`config.mk`:
```
export PLATFORM = sky130hd
export DESIGN_NAME = avalon_hex_scroller
export DESIGN_NICKNAME = d
export VERILOG_FILES = /design/src/rtl/avalon_hex_scroller_pkg.sv /design/src/rtl/hex_frame_rotator.sv /design/src/rtl/avalon_hex_scroller.sv
export SDC_FILE = /design/constraint.sdc
export NUM_CORES = 1
export LEC_CHECK = 0
export ABC_CLOCK_PERIOD_IN_PS = 6100
export BUFFER_PORTS_ARGS = -buffer_cell sky130_fd_sc_hd__buf_2
export CAP_MARGIN = 20
export CORE_UTILIZATION = 60
export CTS_CLUSTER_SIZE = 20
export DETAILED_ROUTE_END_ITERATION = 8
export GPL_TIMING_DRIVEN = 0
export PLACE_DENSITY = 0.8
export RECOVER_POWER = 100
export SLEW_MARGIN = 10
export SYNTH_ARGS = -nofsm -noshare
export SYNTH_HDL_FRONTEND = slang
export SYNTH_SLANG_ARGS = --single-unit
```
`constraint.sdc`:
```
create_clock -name clock -period 6.1 [get_ports clock]
set_input_delay 1.525 -clock clock [delete_from_list [all_inputs] [get_ports clock]]
set_output_delay 1.525 -clock clock [all_outputs]
set_load 0.005 [all_outputs]
```
`src/rtl/avalon_hex_scroller_pkg.sv`:
```
// Shared constants for the hex scroller: slave register map, CTRL/STATUS bit
// positions, FSM states and the display peripheral's digit-register addresses.
package avalon_hex_scroller_pkg;

   localparam logic [2:0] ADDR_MSG_LO = 3'd0;
   localparam logic [2:0] ADDR_MSG_HI = 3'd1;
   localparam logic [2:0] ADDR_PERIOD = 3'd2;
   localparam logic [2:0] ADDR_CTRL   = 3'd3;
   localparam logic [2:0] ADDR_STATUS = 3'd4;

   localparam int CTRL_ENABLE  = 0;
   localparam int CTRL_DIR     = 1;
   localparam int CTRL_ONESHOT = 2;

   localparam int STAT_BUSY    = 0;
   localparam int STAT_DONE    = 1;
   localparam int STAT_POS_LSB = 4;

   localparam logic [2:0] DISP_ADDR_W0 = 3'd0;
   localparam logic [2:0] DISP_ADDR_W1 = 3'd1;

   typedef enum logic [1:0] {
      ST_IDLE,
      ST_WR0,
      ST_WR1,
      ST_WAIT
   } state_e;

endpackage

```
`src/rtl/hex_frame_rotator.sv`:
```
// Picks the 8-nibble window starting at POS out of the 16-nibble message,
// wrapping circularly; purely combinational.
module hex_frame_rotator
   import avalon_hex_scroller_pkg::*;
(
   input  logic [63:0] msg,
   input  logic [3:0]  pos,
   output logic [31:0] word0,
   output logic [31:0] word1
);

   logic [7:0][3:0] nib;

   for (genvar i = 0; i < 8; i++) begin : g_nib
      logic [3:0] idx;
      // 4-bit add gives the mod-16 wrap for free
      assign idx    = pos + 4'(i);
      assign nib[i] = msg[{idx, 2'b00} +: 4];
   end

   assign word0 = {16'h0, nib[3:0]};
   assign word1 = {16'h0, nib[7:4]};

endmodule

```
`src/rtl/avalon_hex_scroller.sv`:
```
// Avalon MM scroll controller: CPU-visible message/period/control registers and
// a master that rewrites display digit registers 0 and 1 once per scroll step.
module avalon_hex_scroller
   import avalon_hex_scroller_pkg::*;
#(
   parameter int unsigned DEFAULT_PERIOD = 50_000_000,
   parameter int          PERIOD_W       = 32
) (
   input  logic        clock,
   input  logic        reset,
   input  logic        chipselect,
   input  logic [2:0]  address,
   input  logic        write,
   input  logic [31:0] writedata,
   input  logic        read,
   output logic [31:0] readdata,
   output logic [2:0]  m_address,
   output logic        m_write,
   output logic [31:0] m_writedata,
   input  logic        m_waitrequest
);

   state_e              state_q, state_d;
   logic [31:0]         msg_lo_q, msg_lo_d;
   logic [31:0]         msg_hi_q, msg_hi_d;
   logic [PERIOD_W-1:0] period_q, period_d;
   logic [PERIOD_W-1:0] cnt_q, cnt_d;
   logic [2:0]          ctrl_q, ctrl_d;
   logic                done_q, done_d;
   logic [3:0]          pos_q, pos_d;
   logic [31:0]         word0_q, word0_d;
   logic [31:0]         word1_q, word1_d;

   logic                wr_en, wr_ctrl, en_next, accepted, busy;
   logic                start, advance, finish, load_cnt;
   logic [3:0]          pos_step;
   logic [PERIOD_W-1:0] cnt_load;
   logic [31:0]         rot_w0, rot_w1, status_w;

   assign wr_en    = chipselect & write;
   assign wr_ctrl  = wr_en && (address == ADDR_CTRL);
   // A CTRL write in the same cycle overrides the stored enable
   assign en_next  = wr_ctrl ? writedata[CTRL_ENABLE] : ctrl_q[CTRL_ENABLE];
   assign accepted = ~m_waitrequest;
   assign busy     = (state_q != ST_IDLE);
   assign pos_step = ctrl_q[CTRL_DIR] ? pos_q - 4'd1 : pos_q + 4'd1;
   assign cnt_load = (period_q == '0) ? '0 : period_q - PERIOD_W'(1);

   hex_frame_rotator u_rot (
      .msg   ({msg_hi_q, msg_lo_q}),
      .pos   (pos_d),
      .word0 (rot_w0),
      .word1 (rot_w1)
   );

   always_ff @(posedge clock) begin
      if (!reset) begin
         state_q  <= ST_IDLE;
         msg_lo_q <= '0;
         msg_hi_q <= '0;
         period_q <= PERIOD_W'(DEFAULT_PERIOD);
         cnt_q    <= '0;
         ctrl_q   <= '0;
         done_q   <= 1'b0;
         pos_q    <= '0;
         word0_q  <= '0;
         word1_q  <= '0;
      end else begin
         state_q  <= state_d;
         msg_lo_q <= msg_lo_d;
         msg_hi_q <= msg_hi_d;
         period_q <= period_d;
         cnt_q    <= cnt_d;
         ctrl_q   <= ctrl_d;
         done_q   <= done_d;
         pos_q    <= pos_d;
         word0_q  <= word0_d;
         word1_q  <= word1_d;
      end
   end

   always_comb begin
      state_d  = state_q;
      start    = 1'b0;
      advance  = 1'b0;
      finish   = 1'b0;
      load_cnt = 1'b0;
      case (state_q)
         ST_IDLE: begin
            if (wr_ctrl && writedata[CTRL_ENABLE]) begin
               state_d = ST_WR0;
               start   = 1'b1;
            end
         end
         ST_WR0: begin
            // a stalled write is always completed; disable only takes effect after it
            if (accepted) state_d = en_next ? ST_WR1 : ST_IDLE;
         end
         ST_WR1: begin
            if (accepted) begin
               if (en_next) begin
                  state_d  = ST_WAIT;
                  load_cnt = 1'b1;
               end else begin
                  state_d  = ST_IDLE;
               end
            end
         end
         ST_WAIT: begin
            if (!en_next) begin
               state_d = ST_IDLE;
            end else if (cnt_q == '0) begin
               advance = 1'b1;
               if (ctrl_q[CTRL_ONESHOT] && (pos_step == 4'd0)) begin
                  finish  = 1'b1;
                  state_d = ST_IDLE;
               end else begin
                  state_d = ST_WR0;
               end
            end
         end
         default: state_d = ST_IDLE;
      endcase
   end

   always_comb begin
      msg_lo_d = msg_lo_q;
      msg_hi_d = msg_hi_q;
      period_d = period_q;
      ctrl_d   = ctrl_q;
      done_d   = done_q;
      pos_d    = pos_q;
      word0_d  = word0_q;
      word1_d  = word1_q;
      cnt_d    = cnt_q;

      if (wr_en) begin
         case (address)
            ADDR_MSG_LO: msg_lo_d = writedata;
            ADDR_MSG_HI: msg_hi_d = writedata;
            ADDR_PERIOD: period_d = writedata[PERIOD_W-1:0];
            ADDR_CTRL:   ctrl_d   = writedata[2:0];
            ADDR_STATUS: done_d   = 1'b0;
            default: ;
         endcase
      end

      // completion beats a concurrent STATUS clear and a concurrent enable write
      if (finish) begin
         done_d              = 1'b1;
         ctrl_d[CTRL_ENABLE] = 1'b0;
      end

      if (start)        pos_d = 4'd0;
      else if (advance) pos_d = pos_step;

      if (start || (advance && !finish)) begin
         word0_d = rot_w0;
         word1_d = rot_w1;
      end

      if (load_cnt)                                 cnt_d = cnt_load;
      else if (state_q == ST_WAIT && cnt_q != '0)   cnt_d = cnt_q - PERIOD_W'(1);
   end

   always_comb begin
      m_write     = 1'b0;
      m_address   = DISP_ADDR_W0;
      m_writedata = '0;
      case (state_q)
         ST_WR0: begin
            m_write     = 1'b1;
            m_address   = DISP_ADDR_W0;
            m_writedata = word0_q;
         end
         ST_WR1: begin
            m_write     = 1'b1;
            m_address   = DISP_ADDR_W1;
            m_writedata = word1_q;
         end
         default: ;
      endcase
   end

   always_comb begin
      status_w                     = '0;
      status_w[STAT_BUSY]          = busy;
      status_w[STAT_DONE]          = done_q;
      status_w[STAT_POS_LSB +: 4]  = pos_q;

      readdata = '0;
      if (chipselect && read) begin
         case (address)
            ADDR_MSG_LO: readdata = msg_lo_q;
            ADDR_MSG_HI: readdata = msg_hi_q;
            ADDR_PERIOD: readdata = 32'(period_q);
            ADDR_CTRL:   readdata = {29'h0, ctrl_q};
            ADDR_STATUS: readdata = status_w;
            default:     readdata = '0;
         endcase
      end
   end

endmodule

```
==> impl_metrics.py <==
metrics = {
    "run_status": {
        "status": "completed",
    },
    "worst_setup_path": {
        "critPathKind": "in2reg",
        "crit_slowest_cell": "clkbuf_1",
        "crit_chain": "buf_2 -> nor2b_1 -> clkbuf_1 -> nand4_1 -> a21oi_1 -> nand2_2 -> mux2_4 -> clkinv_2 -> buf_4 -> buf_2 -> ha_1 -> clkbuf_1 -> clkbuf_1 -> mux4_2 -> a22oi_1 -> o22ai_1 -> a21o_1",
        "crit_top_cell": "clkbuf_1",
        "crit_path_end_kind": "flip-flop",
        "cp_max_fo": 10,
        "startpoint_type": "primary input",
        "critPathRequiredTime_ns": 6.45,
        "cp.arrival_ns": 6.11,
        "slowest_delay_ns": 0.59,
    },
    "timing": {
        "period_minus_slack_ns": 5.76,
        "timing.final.crit_share": 0.944,
        "finClkSkew_ns": 0.0229,
        "rsz0062_at_grt": "false",
        "hold_violations": 0,
        "setup_viol": 0,
        "max_freq_mhz": 174,
        "worst_pin_slew_ns": 0.981,
        "finalMaxSlewViolations": 0,
        "slew_headroom": 0.339,
    },
    "synth": {
        "synth_top_area_cell": "dfxtp_1",
        "synth_area_leaders": "dfxtp_1 (29%), mux2i_1 (12%), nand2_1 (7.6%), a21oi_1 (7.0%), nor2_1 (5.5%)",
        "synth_compound_area_frac": 0.205,
        "ys_ff_latch": 170,
        "synth-edff-count": 0,
        "synth-xor-area-share": 0.0299,
        "ys_seq_area_frac": 0.285,
        "muxShareOfSynthArea": 0.177,
        "syn_inst": 1546,
        "synthAdderAreaFrac": 0.0143,
        "yosys.area.top_type_share": 0.285,
        "ys.flop_type": "dfxtp_1",
        "synthSimpleGateAreaFrac": 0.224,
        "ys_warn_count": 0,
        "synth.avg_cell_area_um2": 7.71,
        "synthArstFlopShare": 0,
        "synth.distinct_cells": 82,
        "synth_top_family_by_area": "simple AND/OR/NAND/NOR gates",
        "synth_area_mm2": 0.0119,
    },
    "route": {
        "totalWireLength_um": 45000,
        "via_per_inst": 6.57,
        "drt_first_pass_iters": 6,
        "ant_nets": 0,
        "drc": 0,
        "drtIter0Drc": 1761,
        "vias": 12800,
        "wl_per_cell_um": 23.1,
    },
    "finish": {
        "drive_above_1_share": 0.107,
        "fin_cells": 1949,
        "diodes": 0,
        "area_growth_syn_to_layout_pct": 11.9,
        "nets": 1725,
    },
    "place": {
        "dp_cells": 1917,
        "port_buffers": 88,
        "routabilityCongestion": 1.05,
        "hpwl_um": 34800,
    },
    "global_routing": {
        "antenna_found_initial": 0,
        "grt_usage": 0.449,
        "grt_pass1_vias": 11800,
        "grt_max_degree": 23,
        "grt_overflow": 0,
        "grt_pass1_wl_um": 68000,
    },
    "clock_network": {
        "cts_max_level": 4,
        "cts_setup_buffers": 0,
        "insertion_delay_ns": 0.47,
        "cts_hold_buf": 0,
        "cts.sinks": 170,
        "numCtsBuffers": 17,
        "cts_tree": "done",
        "ctsResizeCount": 0,
        "clk_pin_slew_ns": 0.07,
        "cts-root-buf": "clkbuf_16",
        "clk_path_buf_depth": 2,
    },
    "power": {
        "power.total_uw": 2510,
        "p_leak_uw": 0.00513,
        "peakVddDrop_v": 0.000206,
        "p_per_area_mw_per_mm2": 188,
    },
    "min_path": {
        "worstHoldPathType": "reg2reg",
    },
    "floorplanning": {
        "coreArea_mm2": 0.0195,
        "initial_core_util": 0.613,
        "die_area_mm2": 0.0204,
        "die_y_um": 143,
        "num_rows": 51,
        "floorplan.die.width_um": 143,
        "io_pins": 109,
    },
    "flow_run": {
        "maxCapViolations": 0,
    },
}
## metrics by stage
stage | cell area [µm²] | util | setup TNS, ns | worst slack (ns) | hold WS (ns)
2_1_floorplan | 12000 | - | 0 | 1.11 | 0.416
3_3_place_gp | 12800 | 0.656 | -0.369 | -0.107 | 0.429
3_5_place_dp | 12800 | 0.657 | -0.0206 | -0.0206 | 0.433
4_1_cts | 13400 | 0.690 | 0 | 0.426 | 0.442
5_1_grt | 13300 | 0.685 | 0 | 0.0790 | 0.452
6_report | 13300 | 0.685 | 0 | 0.343 | 0.440
## area by class of cell
| cell class | instances | area, µm² |
|---|---|---|
| buffer | 126 | 627 |
| clock buffer | 17 | 425 |
| clock inverter | 15 | 221 |
| fill | 1725 | 6120 |
| inverter | 30 | 119 |
| multi-input combinational | 1237 | 7810 |
| sequential | 170 | 3400 |
| tap | 265 | 332 |
| timing repair buffer | 89 | 402 |
## cells in the final DEF, fill, tap and decap left out, drive strengths merged, types with 12 or more instances in the layout
cell,instances
nand2,246
nor2,176
dfxtp,170
a21oi,167
clkbuf,149
mux2i,138
buf,83
o21ai,81
inv,35
nand3,33
nor3,30
xnor2,29
a22oi,28
mux4,25
a31oi,23
nor2b,20
conb,18
nor4,17
and2,17
a211oi,14
a22o,14
o22ai,13
ha,12
or4,12
mux2,12
## worst paths after layout
| kind | from | endpoint | slack (ns) | cells after the start |
|---|---|---|---|---|
| max | address[0] | word1_q[6]$_SDFFE_PN0P_ | 0.34 | 17 |
| min | word1_q[5]$_SDFFE_PN0P_ | word1_q[5]$_SDFFE_PN0P_ | 0.44 | 2 |
| max reg2reg | cnt_q[8]$_SDFFE_PN0P_ | word1_q[6]$_SDFFE_PN0P_ | 0.56 | 16 |
| min reg2reg | word1_q[5]$_SDFFE_PN0P_ | word1_q[5]$_SDFFE_PN0P_ | 0.44 | 2 |
## state kept, by name, summed over array words and instances, names as in the netlist, 2 cells and up
signal	count
pos_q	4
msg_lo_q	32
ctrl_q	3
msg_hi_q	32
word0_q	16
word1_q	16
period_q	32
state_q	2
cnt_q	32
## worst max-delay path, delay by kind of cell
| kind | cells | cell delay [ns] |
|---|---|---|
| AO/OA/AOI/OAI | 4 | 0.90 |
| adder cells (fa/ha/maj) | 1 | 0.17 |
| buffers and inverters | 7 | 2.13 |
| multiplexers | 2 | 0.84 |
| AND/OR/NAND/NOR | 3 | 0.53 |
## Yosys cell counts (23+ instances only)
library cell / n
a21oi_1: 167
a22oi_1: 28
a31oi_1: 23
clkbuf_1: 72
dfxtp_1: 170
inv_1: 26
mux2i_1: 137
nand2_1: 242
nand3_1: 32
nor2_1: 175
nor3_1: 30
o21ai_0: 80
xnor2_1: 28
## kinds of logic after synthesis
group	after synthesis
buffers and inverters	156
flip-flops	170
multiplexers	175
XOR/XNOR	39
other	1
AND/OR/NAND/NOR	590
adder cells (fa/ha/maj)	13
AO/OA/AOI/OAI	402
## metal layers
| metal | GRT usage | share of wire |
|---|---|---|
| met4 | 0.242 | 0.058 |
| met2 | 0.706 | 0.44 |
| met1 | 0.565 | 0.39 |
| met5 | 0 | 0 |
| met3 | 0.108 | 0.11 |
## power by group
group          internal, µW  total (µW)  switching [µW]
clock network           573        1180             607
logic                  64.7         197             133
registers              1120        1140            17.2
Note: power is estimated with default switching activity, not from simulation.
